===== config.mk =====
export PLATFORM = sky130hd
export DESIGN_NAME = tone_pwm_synth
export DESIGN_NICKNAME = d
export VERILOG_FILES = /design/src/rtl/tone_pwm_pkg.sv /design/src/rtl/tone_pwm_synth_channel.sv /design/src/rtl/tone_pwm_synth.sv
export SDC_FILE = /design/constraint.sdc
export NUM_CORES = 1
export LEC_CHECK = 0
export CAP_MARGIN = 30
export CORE_MARGIN = 2
export CORE_UTILIZATION = 65
export CTS_CLUSTER_SIZE = 12
export DETAILED_ROUTE_END_ITERATION = 8
export GPL_ROUTABILITY_DRIVEN = 1
export PLACE_DENSITY = 0.82
export SYNTH_ARGS = -nofsm -noshare
export SYNTH_HDL_FRONTEND = slang
export SYNTH_SLANG_ARGS = --single-unit

===== constraint.sdc =====
create_clock -name CLK100MHZ -period 9.04 [get_ports CLK100MHZ]
set_input_delay 1.356 -clock CLK100MHZ [delete_from_list [all_inputs] [get_ports CLK100MHZ]]
set_output_delay 1.356 -clock CLK100MHZ [all_outputs]
set_load 0.05 [all_outputs]

===== src/rtl/tone_pwm_pkg.sv =====
// Shared types and constants for the multi-channel tone PWM synthesiser.
//   mode_e    : per-channel waveform select (square, saw, triangle, off)
//   SEL_*     : cfg_sel field codes for the configuration write port
//   ch_cfg_t  : per-channel configuration record {tw, mode, vol}
// The record is sized for the widest supported build (PHASE_W <= 32,
// VOL_W <= 8); each channel only uses the low bits of tw and vol.
package tone_pwm_pkg;

  typedef enum logic [1:0] {
    SQUARE = 2'd0,
    SAW    = 2'd1,
    TRI    = 2'd2,
    OFF    = 2'd3
  } mode_e;

  localparam logic [1:0] SEL_TW   = 2'd0;
  localparam logic [1:0] SEL_MODE = 2'd1;
  localparam logic [1:0] SEL_VOL  = 2'd2;
  localparam logic [1:0] SEL_PRST = 2'd3;

  localparam int CFG_TW_MAX_W  = 32;
  localparam int CFG_VOL_MAX_W = 8;

  typedef struct packed {
    logic [CFG_TW_MAX_W-1:0]  tw;
    mode_e                    mode;
    logic [CFG_VOL_MAX_W-1:0] vol;
  } ch_cfg_t;

  localparam ch_cfg_t CH_CFG_RESET = '{tw: '0, mode: OFF, vol: '0};

endpackage


===== src/rtl/tone_pwm_synth_channel.sv =====
// tone_channel: one synthesiser voice.
// Holds the shadow and active configuration, the phase accumulator, and the
// first two pipeline stages (waveform, volume scale).
// Ports:
//   i_clk, i_rst  : clock, synchronous active-high reset
//   i_boundary    : high in the last cycle of each PWM period
//   i_we          : write strobe already decoded for this channel
//   i_sel, i_data : field select and write data
//   o_scaled      : stage-2 registered, volume-scaled sample
module tone_channel
  import tone_pwm_pkg::*;
#(
  parameter int PHASE_W  = 24,
  parameter int SAMPLE_W = 8,
  parameter int VOL_W    = 4
) (
  input  logic                i_clk,
  input  logic                i_rst,
  input  logic                i_boundary,
  input  logic                i_we,
  input  logic [1:0]          i_sel,
  input  logic [PHASE_W-1:0]  i_data,
  output logic [SAMPLE_W-1:0] o_scaled
);

  localparam int PROD_W = SAMPLE_W + VOL_W;

  ch_cfg_t               r_shadow;
  ch_cfg_t               r_active;
  logic                  r_prst;
  logic [PHASE_W-1:0]    r_phase;
  logic [SAMPLE_W-1:0]   r_wave;
  logic [SAMPLE_W-1:0]   r_scaled;

  ch_cfg_t               w_next;
  logic                  w_prst_next;
  logic [SAMPLE_W-1:0]   w_p;
  logic [SAMPLE_W-1:0]   w_tri_base;
  logic [SAMPLE_W-1:0]   w_wave;
  logic [VOL_W:0]        w_vol_p1;
  logic [PROD_W-1:0]     w_prod;
  logic [SAMPLE_W-1:0]   w_scaled;
  logic                  w_unused_hi;

  // Shadow as it will be after this cycle's write; the boundary copies this
  // so a write landing in the boundary cycle is not lost.
  always_comb begin
    w_next = r_shadow;
    if (i_we) begin
      case (i_sel)
        SEL_TW:   w_next.tw   = CFG_TW_MAX_W'(i_data);
        SEL_MODE: w_next.mode = mode_e'(i_data[1:0]);
        SEL_VOL:  w_next.vol  = CFG_VOL_MAX_W'(i_data[VOL_W-1:0]);
        default:  ;
      endcase
    end
  end

  assign w_prst_next = r_prst | (i_we && (i_sel == SEL_PRST));

  assign w_p        = r_phase[PHASE_W-1 -: SAMPLE_W];
  assign w_tri_base = {w_p[SAMPLE_W-2:0], 1'b0};

  always_comb begin
    w_wave = '0;
    case (r_active.mode)
      SQUARE:  w_wave = {SAMPLE_W{w_p[SAMPLE_W-1]}};
      SAW:     w_wave = w_p;
      TRI:     w_wave = w_p[SAMPLE_W-1] ? ~w_tri_base : w_tri_base;
      default: w_wave = '0;
    endcase
  end

  // vol+1 makes full-scale volume an exact unity gain after the shift.
  assign w_vol_p1 = (VOL_W+1)'(r_active.vol[VOL_W-1:0]) + (VOL_W+1)'(1);
  assign w_prod   = PROD_W'(r_wave) * PROD_W'(w_vol_p1);
  assign w_scaled = SAMPLE_W'(w_prod >> VOL_W);

  // Upper bits of the wide config record are always zero in this build.
  assign w_unused_hi = ^{r_active.tw, r_active.vol};

  always_ff @(posedge i_clk) begin
    if (i_rst) begin
      r_shadow <= CH_CFG_RESET;
      r_active <= CH_CFG_RESET;
      r_prst   <= 1'b0;
      r_phase  <= '0;
      r_wave   <= '0;
      r_scaled <= '0;
    end else begin
      r_shadow <= w_next;
      if (i_boundary) begin
        r_active <= w_next;
        r_prst   <= 1'b0;
        // A pending phase reset wins; the new tuning word then takes
        // effect from the following boundary.
        r_phase  <= w_prst_next ? '0 : r_phase + w_next.tw[PHASE_W-1:0];
      end else begin
        r_prst   <= w_prst_next;
      end
      r_wave   <= w_wave;
      r_scaled <= w_scaled;
    end
  end

  assign o_scaled = r_scaled;

endmodule


===== src/rtl/tone_pwm_synth.sv =====
// tone_pwm_synth: NUM_CH-voice tone synthesiser driving a single PWM pin.
// Holds the PWM counter, the channel mixer (stage 3), the duty register and
// the enable gating; voices live in tone_channel instances.
// Ports:
//   CLK100MHZ : system clock
//   BTNC      : synchronous active-high reset
//   SW        : audio enable, sampled once per PWM period
//   cfg_we, cfg_ch, cfg_sel, cfg_data : configuration write port
//   AUD_PWM   : PWM audio bit
//   AUD_SD    : amplifier enable
module tone_pwm_synth
  import tone_pwm_pkg::*;
#(
  parameter int NUM_CH   = 4,
  parameter int PHASE_W  = 24,
  parameter int SAMPLE_W = 8,
  parameter int VOL_W    = 4
) (
  input  logic                                       CLK100MHZ,
  input  logic                                       BTNC,
  input  logic                                       SW,
  input  logic                                       cfg_we,
  input  logic [((NUM_CH > 1) ? $clog2(NUM_CH) : 1)-1:0] cfg_ch,
  input  logic [1:0]                                 cfg_sel,
  input  logic [PHASE_W-1:0]                         cfg_data,
  output logic                                       AUD_PWM,
  output logic                                       AUD_SD
);

  localparam int CH_W  = (NUM_CH > 1) ? $clog2(NUM_CH) : 1;
  localparam int LOG2  = $clog2(NUM_CH);
  localparam int SUM_W = SAMPLE_W + LOG2;

  logic [SAMPLE_W-1:0] r_cnt;
  logic [SAMPLE_W-1:0] r_mix;
  logic [SAMPLE_W-1:0] r_duty;
  logic                r_en;

  logic                w_boundary;
  logic [NUM_CH-1:0]   w_we;
  logic [SAMPLE_W-1:0] w_scaled [NUM_CH];
  logic [SUM_W-1:0]    w_sum;

  assign w_boundary = (r_cnt == '1);

  for (genvar g = 0; g < NUM_CH; g++) begin : g_ch
    // Channel indices with no instance never match, so such writes drop.
    assign w_we[g] = cfg_we && (cfg_ch == CH_W'(g));

    tone_channel #(
      .PHASE_W  (PHASE_W),
      .SAMPLE_W (SAMPLE_W),
      .VOL_W    (VOL_W)
    ) u_ch (
      .i_clk      (CLK100MHZ),
      .i_rst      (BTNC),
      .i_boundary (w_boundary),
      .i_we       (w_we[g]),
      .i_sel      (cfg_sel),
      .i_data     (cfg_data),
      .o_scaled   (w_scaled[g])
    );
  end

  // Averaging by a power-of-two channel count keeps the mix in range.
  always_comb begin
    w_sum = '0;
    for (int i = 0; i < NUM_CH; i++) begin
      w_sum = w_sum + SUM_W'(w_scaled[i]);
    end
  end

  always_ff @(posedge CLK100MHZ) begin
    if (BTNC) begin
      r_cnt  <= '0;
      r_mix  <= '0;
      r_duty <= '0;
      r_en   <= 1'b0;
    end else begin
      r_cnt <= r_cnt + SAMPLE_W'(1);
      r_mix <= SAMPLE_W'(w_sum >> LOG2);
      // Duty and enable only move between periods so no pulse is cut short.
      if (w_boundary) begin
        r_duty <= r_mix;
        r_en   <= SW;
      end
    end
  end

  assign AUD_PWM = r_en & (r_cnt < r_duty);
  assign AUD_SD  = r_en;

endmodule

; Word-level counts from Yosys, hierarchy flattened
; Index checks and enable logic that the tools add are counted.
[totals]
regBits = 349
in_bits = 32
elab_cells = 124
[classes]
n_addsub = 12
n_mul = 4
order_cmp = 1
n_eq_ne = 15
n_mux = 28
n_bitwise = 9
reduce_logical = 15
[op_table]
columns = op, n
row1 = 2-to-1 mux 24 bit, 8
row2 = 2-to-1 mux 34 bit, 4
row3 = adder 24 bit, 4
row4 = one-hot mux 8 bit (3 select lines), 4
row5 = 2-to-1 mux 8 bit, 8
row6 = multiplier 8 x 5 -> 12 bit, 4
row7 = NOT 8 bit, 4
row8 = "adder 4 x 1 -> 5 bit, second input constant", 4
row9 = "equality test 2 bit, second input constant", 8
row10 = "equality test 2 x 1 -> 1 bit, second input constant", 6
row11 = zero test 2 bit, 6
row12 = adder 10 x 8 -> 10 bit, 1
row13 = adder 9 x 8 -> 10 bit, 1
row14 = adder 8 x 8 -> 9 bit, 1
row15 = "adder 8 x 1 -> 8 bit, second input constant", 1
row16 = "equality test 8 bit, second input constant", 1
row17 = logical AND 1 bit, 8
row18 = less-than comparator 8 bit, 1
row19 = 2-to-1 mux 2 bit, 4
row20 = OR 1 bit, 4
row21 = OR reduction 2 bit, 1
row22 = AND 1 bit, 1

; Logic depth before layout (Yosys ltp)
; Gate-level depths: netlist (run 1).
[logic_depth]
ltp_word = 5
depth_mapped = 18
depth_no_buf = 18

; By module
; From an unflattened synthesis (run 1), not the netlist that was laid out.
[hier_totals]
hier_cells = 2386
area_unflattened_um2 = 21664.5
[modules_own_cells]
columns = mod, n_inst, cells_per_inst, area_each_um2
row1 = tone_channel at g_ch[2].u_ch ..., 2, 538, 4956.0
row2 = tone_channel at g_ch[0].u_ch, 1, 558, 5014.8
row3 = tone_channel at g_ch[1].u_ch, 1, 545, 4921.0
row4 = tone_pwm_synth, 1, 207, 1816.7

; Least setup slack after synthesis (run 1)
; No wires, ideal clock.
[synth_path]
kind = input port to flip-flop
start = input cfg_sel[1]
end = register g_ch[3].u_ch.r_phase[20]
setup_ns = 0.129
t_arrival_ns = 4.746
slack_ns = 4.166
cell_stages = 17
path_buffers = 3
cell_sequence = clkbuf_1 or3_1 clkbuf_1 buf_1 mux2_2 ha_1 inv_1 fa_1 nand2b_1 a21oi_1 a2111oi_2 o31ai_1 o311ai_1 nand3b_1 a31oi_1 xor2_1 o21ai_0
[synth_rtl]
columns = item, line_no
row1 = "start, declared", tone_pwm_synth.sv:24  ; input logic [1:0] cfg_sel,
row2 = "end signal, assigned", tone_pwm_synth_channel.sv:97  ; r_phase <= w_prst_next ? '0 : r_phase + w_next.tw[PHASE_W-1:0];
row3 = "end, declared", tone_pwm_synth_channel.sv:31  ; logic [PHASE_W-1:0] r_phase;

==> impl_results.md, run 1 <==
* Hold buffers post-CTS at 0
* Share of cells above drive strength 1 at 8.21%
* Worst-path clk slew at 60 ps
* P_leak at 10.5 nW
* EDFF count, synth at 0
* Max Fclk at 192 MHz
* CTS-repair resized insts at 0
* Logic pwr share at 4.2%
* Hold_ws at between 400 and 500 ps
* Worst-margin pin slew at 948 ps
* Drc violations at 0
* Yosys warns at 0
* Mux share of post-synthesis cell area at 7.28%
* Worst skew pair latency at 530 ps
* Placed cell area at between 20,000 and 25,000 um2
* Switch share at 22.1%
* Initial antenna violation count at 1
* H-Tree Depth at 2
* Postcts setup bufs at 0
* Detailed Place HPWL at 33.9 mm
* Min-Delay Path Class: reg -> reg
* Die Y at 184 um
* Global-route wire length before repair at 76.8 mm
* Rows at 65
* Gpl congestion at between 0.8 and 0.9
* Final Critical Period at 5210 ps
* # setup viols final at 0
* Maximum buffer depth of the clock tree at 3
* Synth Register Bits at between 300 and 400
* Util after Layout at 72.1%
* Synth Instances at 2,296
* Drt via density at 5.90
* Fin. max-slew vios at 0
* Mapped Area at 21,100 um2
* Compound-cell area share of the yosys netlist at about 15%
* Largest net degree at the start of global routing at 98
* Pre-antenna DRT Iters at 5
* Setup TNS at 0 ps
* GRT Total Usage at between 20% and 30%
* Synth Area in Adders at 18.9%
* VDD IR-drop max at 0.000143 V
* FFs w/ async S/R, synth at 0%
* Status: complete, no violations
* Vias at 16,041
* Detailed Route WL at 46.6 mm
* WS Path Type: in -> reg
* WP data arrival at 5590 ps
* PnR worst setup slack at around 3800 ps
* # Max-Cap Violations at 0
* Synth top cells by count: dfxtp_1 (333), nor2_1 (187), ha_1 (183)
* Syn_nets at 2,595
* Input/output buffers at 33
* Post-synthesis cell type count at between 70 and 80
* Cell area after layout at ~23,000 um2
* Pre-CTS WS at 3380 ps
* Synthesis-to-finish area growth at 8.64%
* Final Hold Viols at 0
* Root buffer selected by CTS: clkbuf_16
* Crit start category: primary input
* RSZ-0062 raised after global routing: no
* Flop pwr share at 48.2%
* PwrDens at ~130 nW/um2
* Crit end category: flip-flop
* 1st-iter DRT viols at between 900 and 1,000
* Fin crit share at between 50% and 60%
* CP required at 9420 ps
* Area leader, netlist: dfxtp_1
* Simple-gate area share of the yosys netlist at 17.0%
* Crit Path Max Fanout at 24
* Mean Syn Cell Area at 9.17 um2
* Largest family of logic cells by synthesized area: adder cells
* Most common cell in the synthesized netlist: dfxtp_1
* Layout Skew at 21.2 ps
* Top FF cell, synth: dfxtp_1
* Area contributors post-synth: dfxtp_1 (32%), ha_1 (11%), fa_1 (8.0%)
* Initial core utilization at ~66%
* Clk network pwr share at 47.6%
* Die area at 33,900 um2
* Vias in the first global route at 15,910
* Gr ovfl total at 0
* CTS sink count at around 330
* WL/cell at 17.1 um
* Num CTS Buffers at 37
* Core area at 31,700 um2
* Xor/xnor share of the synthesized area at a little under 6%
* Io pins at 34
* Width of the die at between 150 and 200 um
* Seq/Total Area, Yosys at 31.6%
* P_int at 2.39 mW
* Remaining antenna violation count at 0
* Max_slew headroom at between 30% and 40%
* Fillers at 2,321
* Post-synth top area share at 31.6%
* CTS tree: built
* Layout Nets at 2,592
* Net Sw Power at roughly 0.68 mW
-- metal layers --
layer	wire length, um	part of all wire [%]	global-route usage (%)
met2	23300	50	50.8
met3	1740	3.7	2.87
met1	19400	42	32.8
met4	2250	4.8	13.4
met5	0	0	0
-- layout by cell type (no fill, tap or decap), types with 23 or more instances in the layout --
| cell | Yosys | layout |
|---|---|---|
| a21o_1 | 67 | 67 |
| nand2_1 | 174 | 174 |
| xor2_1 | 72 | 72 |
| mux2_2 | 89 | 89 |
| inv_1 | 147 | 147 |
| and2_1 | 78 | 78 |
| fa_1 | 84 | 84 |
| mux2i_1 | 53 | 53 |
| clkbuf_16 | 0 | 37 |
| nor2_1 | 187 | 186 |
| clkdlybuf4s50_1 | 0 | 32 |
| xnor2_1 | 69 | 69 |
| ha_1 | 183 | 183 |
| o21ai_0 | 108 | 108 |
| nand2b_1 | 48 | 48 |
| nor2b_1 | 122 | 122 |
| dfxtp_1 | 333 | 333 |
| nand3_1 | 23 | 23 |
| a21oi_1 | 110 | 110 |
-- final cells by class --
| type | instances | area (um2) | share of cell area, % |
|---|---|---|---|
| inverters | 148 | 556 | 2.43 |
| repair buffers | 43 | 467 | 2.04 |
| diodes | 1 | 2.50 | 0.0109 |
| clock buffers | 52 | 1050 | 4.60 |
| flip-flops and latches | 333 | 6670 | 29.1 |
| multi-input cells | 1730 | 13500 | 59.1 |
| well taps | 402 | 503 | 2.20 |
| clock inverters | 9 | 110 | 0.481 |
-- flip-flops by register name, summed over array words and instances, names as in the netlist, 4 cells and up --
signal and cells:
g_ch.u_ch.r_shadow 120, g_ch.u_ch.r_phase 96, g_ch.u_ch.o_scaled 32, g_ch.u_ch.r_wave 32
g_ch.u_ch.r_active 24, r_cnt 8, r_duty 8, r_mix 8
g_ch.u_ch.r_prst 4
-- cell families after synthesis --
group,Yosys count
multiplexers,142
adder cells (fa/ha/maj),267
buffers and inverters,233
flip-flops,333
AO/OA/AOI/OAI,471
AND/OR/NAND/NOR,708
XOR/XNOR,142
-- path summary, 6_finish.rpt --
kind,from,endpoint,slack (ps),depth (start not counted)
worst min register to register,r_mix[3],r_duty[3],440,2
worst max register to register,g_ch[0].u_ch.r_active[0],g_ch[0].u_ch.o_scaled[7],4260,16
worst min-delay path,r_mix[3],r_duty[3],440,2
worst max-delay path,cfg_ch[0],g_ch[3].u_ch.r_phase[22],3830,17
-- worst max-delay path, stage by stage --
cell and delay (ps):
clkdlybuf4s50_1 570, nand3_1 180, or3_1 370, buf_4 250
mux2_2 320, ha_1 210, inv_1 80, fa_1 190
nand2b_1 160, a21oi_1 130, a2111oi_2 430, o31ai_1 200
o311ai_1 450, nand4b_1 190, a31oi_1 240, xor2_1 150
o21ai_0 70
-- metrics by stage --
stage                     cells  power, mW
final                      2718       3.07
after global routing       2718       3.15
after CTS                  2716       3.08
after detailed placement   2655       1.64
after global placement     2653       1.63
after floorplan            2296       1.59
-- power by group through the flow --
stage	Sequential [mW]	Clock, mW	Combinational (mW)
global placement	1.51	0	0.118
floorplan	1.51	0	0.0752
finish	1.48	1.46	0.128
global route	1.48	1.54	0.135
detailed placement	1.51	0	0.123
CTS	1.48	1.48	0.125
Note: power is estimated with default switching activity, not from simulation.
==> inputs of run 2 (changes only) <==
--- a/config.mk
+++ b/config.mk
@@ -7,11 +7,11 @@
 export LEC_CHECK = 0
 export CAP_MARGIN = 30
 export CORE_MARGIN = 2
-export CORE_UTILIZATION = 65
+export CORE_UTILIZATION = 64
 export CTS_CLUSTER_SIZE = 12
 export DETAILED_ROUTE_END_ITERATION = 8
 export GPL_ROUTABILITY_DRIVEN = 1
-export PLACE_DENSITY = 0.82
+export PLACE_DENSITY = 0.81
 export SYNTH_ARGS = -nofsm -noshare
 export SYNTH_HDL_FRONTEND = slang
 export SYNTH_SLANG_ARGS = --single-unit
==> constraint.sdc (replaced) <==
create_clock -name CLK100MHZ -period 5.3 [get_ports CLK100MHZ]
set_input_delay 0.795 -clock CLK100MHZ [delete_from_list [all_inputs] [get_ports CLK100MHZ]]
set_output_delay 0.795 -clock CLK100MHZ [all_outputs]
set_load 0.05 [all_outputs]
==> run 2 against run 1 <==
  * Sequential power rose by 70%
  * Clock power rose by 61%
  * Global-route usage fell by 0.65 points
  * Critical path type is now reg -> reg
  * Critical endpoint is now g_ch[0].u_ch.o_scaled[7]
==> impl_results.md, run 2 (synthesized netlist as in run 1, its figures left out) <==
* Status: complete, no violations
* FF/Latch Area at 6670 um2 (unchanged)
* Vias in the first global route at 15,963 (+0.33%)
* Most flop-heavy register: g_ch.u_ch.r_shadow
* Layout Nets at 2,599 (+0.27%)
* Synthesis-to-finish area growth at 8.66% (about the same)
* Setup TNS at 0 ps (unchanged)
* Max_slew headroom at 42.2% (+5.4 points)
* Detailed Route WL at 46.0 mm (-1.4%)
* Remaining antenna violation count at 0 (unchanged)
* CTS-repair resized insts at 0 (unchanged)
* Gr ovfl total at 0 (unchanged)
* Non-filler instance count after layout at 2,766 (+1.8%)
* Input/output buffers at 33 (unchanged)
* Hold buffers post-CTS at 0 (unchanged)
* Rows at 66 (+1.5%)
* Crit end category: flip-flop
* Gpl congestion at 0.889 (-0.57%)
* Min-Delay Path Class: reg -> reg
* CP max-delay cell: fa_1
* # Max-Cap Violations at 0 (unchanged)
* H-Tree Depth at 2 (unchanged)
* Most common cell after layout, fill and taps aside: dfxtp_1
* WS Path Type: reg -> reg
* Most frequent cells in the layout: dfxtp_1 (333), nor2_1 (186), ha_1 (183), nand2_1 (174), inv_1 (147)
* P_leak at 10.5 nW (-0.13%)
* Drc violations at 0 (unchanged)
* Num CTS Buffers at 36 (-2.7%)
* Fin crit share at roughly nine tenths
* CTS sink count at 333 (unchanged)
* Share of cells above drive strength 1 at 8.39% (+0.19 points)
* GRT Total Usage at 27.3% (-0.65 points)
* Die Y at 185 um (+0.76%)
* CP peak stage delay at 590 ps (+20 ps)
* Delay-heaviest family, CP: adder cells
* Layout Skew at 17.1 ps (-4.04 ps)
* Io pins at 34 (unchanged)
* Fillers at 2,451 (+5.6%)
* Maximum buffer depth of the clock tree at 3 (unchanged)
* Fin. max-slew vios at 0 (unchanged)
* Crit Path Max Fanout at 10 (-58%)
* PwrDens at 223 nW/um2 (+66%)
* Postcts setup bufs at 0 (unchanged)
* Initial antenna violation count at 1 (unchanged)
* Pre-antenna DRT Iters at 5 (unchanged)
* Global-route wire length before repair at 75.9 mm (-1.2%)
* Worst Path Buf+Inv at 2 (-1)
* VDD IR-drop max at 0.000239 V (+66%)
* Crit start category: flip-flop
* Number of flip-flops in the largest register at 120 (unchanged)
* Max Fclk at 212 MHz
* CP required at 5640 ps (-3780 ps)
* Drt via density at 5.79 (-1.9%)
* Worst-path clk slew at 60 ps (about the same)
* Worst-margin pin slew at 867 ps (-80.8 ps)
* 1st-iter DRT viols at 784 (-13%)
* Largest net degree at the start of global routing at 87 (-11%)
* Final Critical Period at 4720 ps
* Core area at 32,500 um2 (+2.3%)
* Top Registers: g_ch.u_ch.r_shadow (120), g_ch.u_ch.r_phase (96)
* Worst skew pair latency at 520 ps (about the same)
* Die area at 34,400 um2 (+1.5%)
* Detailed Place HPWL at 33.9 mm (about the same)
* Most frequent CP cell: fa_1
* WP data arrival at 5060 ps (-530 ps)
* Final Hold Viols at 0 (unchanged)
* Cell Chain, Critical Path: ha_1 > xor2_1 > nand2_1 > fa_1 > fa_1 > fa_1 > inv_1 > ha_1 > inv_1 > o21bai_1 > a21oi_2 > o21ai_1 > and4_4 > a2111oi_4 > xnor2_1 > nor2_1
* Initial core utilization at 64.9% (-1.5 points)
* CTS tree: built
* Multi-input gate area at 13,500 um2 (unchanged)
* # setup viols final at 0 (unchanged)
* Dpl cells at 2,704 (+1.8%)
* Width of the die at 185 um (+0.76%)
* RSZ-0062 raised after global routing: no
* Vias at 16,010 (-0.19%)
* WL/cell at 16.6 um (-3.1%)
* Pwr Total at 5.09 mW (+66%)
* Root buffer selected by CTS: clkbuf_16
-- run 2: cell count changes in the layout (fill, tap and decap cells not counted), sizes merged --
cell / previous run / this run
buf: 11 / 19
bufinv: 2 / 0
clkbuf: 52 / 55
inv: 150 / 149
-- run 2: layout make-up --
type	instances	area share [%]
antenna	1	0.0109
timing repair buffer	51	2.13
tap	442	2.42
multi-input combinational	1730	59.1
clock inverter	6	0.197
clock buffer	55	4.60
sequential	333	29.1
inverter	148	2.43
-- run 2: worst paths after layout --
path | start | endpoint | slack, ps | cells after the start
max | g_ch[0].u_ch.r_active[0] | g_ch[0].u_ch.o_scaled[7] | 580 | 16
min | r_mix[0] | r_duty[0] | 430 | 2
max reg2reg | g_ch[0].u_ch.r_active[0] | g_ch[0].u_ch.o_scaled[7] | 580 | 16
min reg2reg | r_mix[0] | r_duty[0] | 430 | 2
-- run 2: layer usage --
layer	part of all wire (%)	GRT usage, %
met1	42	32.3
met2	49	49.0
met3	4.4	3.36
met4	4.5	12.6
met5	0	0
-- run 2: worst min-delay path, stage by stage (launching register included) --
cell and delay [ps]:
dfxtp_1 290, nand2_1 40, a21oi_1 50
-- run 2: metrics by stage --
step | utilization [%] | instance area [um2] | setup WS, ps | hold slack, ps
2_1_floorplan | - | 21100 | 987 | 417
5_1_grt | 70.5 | 22900 | 314 | 448
4_1_cts | 70.5 | 22900 | 553 | 437
6_report | 70.5 | 22900 | 578 | 433
3_5_place_dp | 67.1 | 21800 | 229 | 429
3_3_place_gp | 67.1 | 21800 | 397 | 421
-- run 2: power by group --
part	leakage, nW	internal [mW]	switching (mW)
Combinational	7.28	0.0823	0.135
Sequential	2.68	2.52	0.00645
Clock	0.541	1.37	0.986
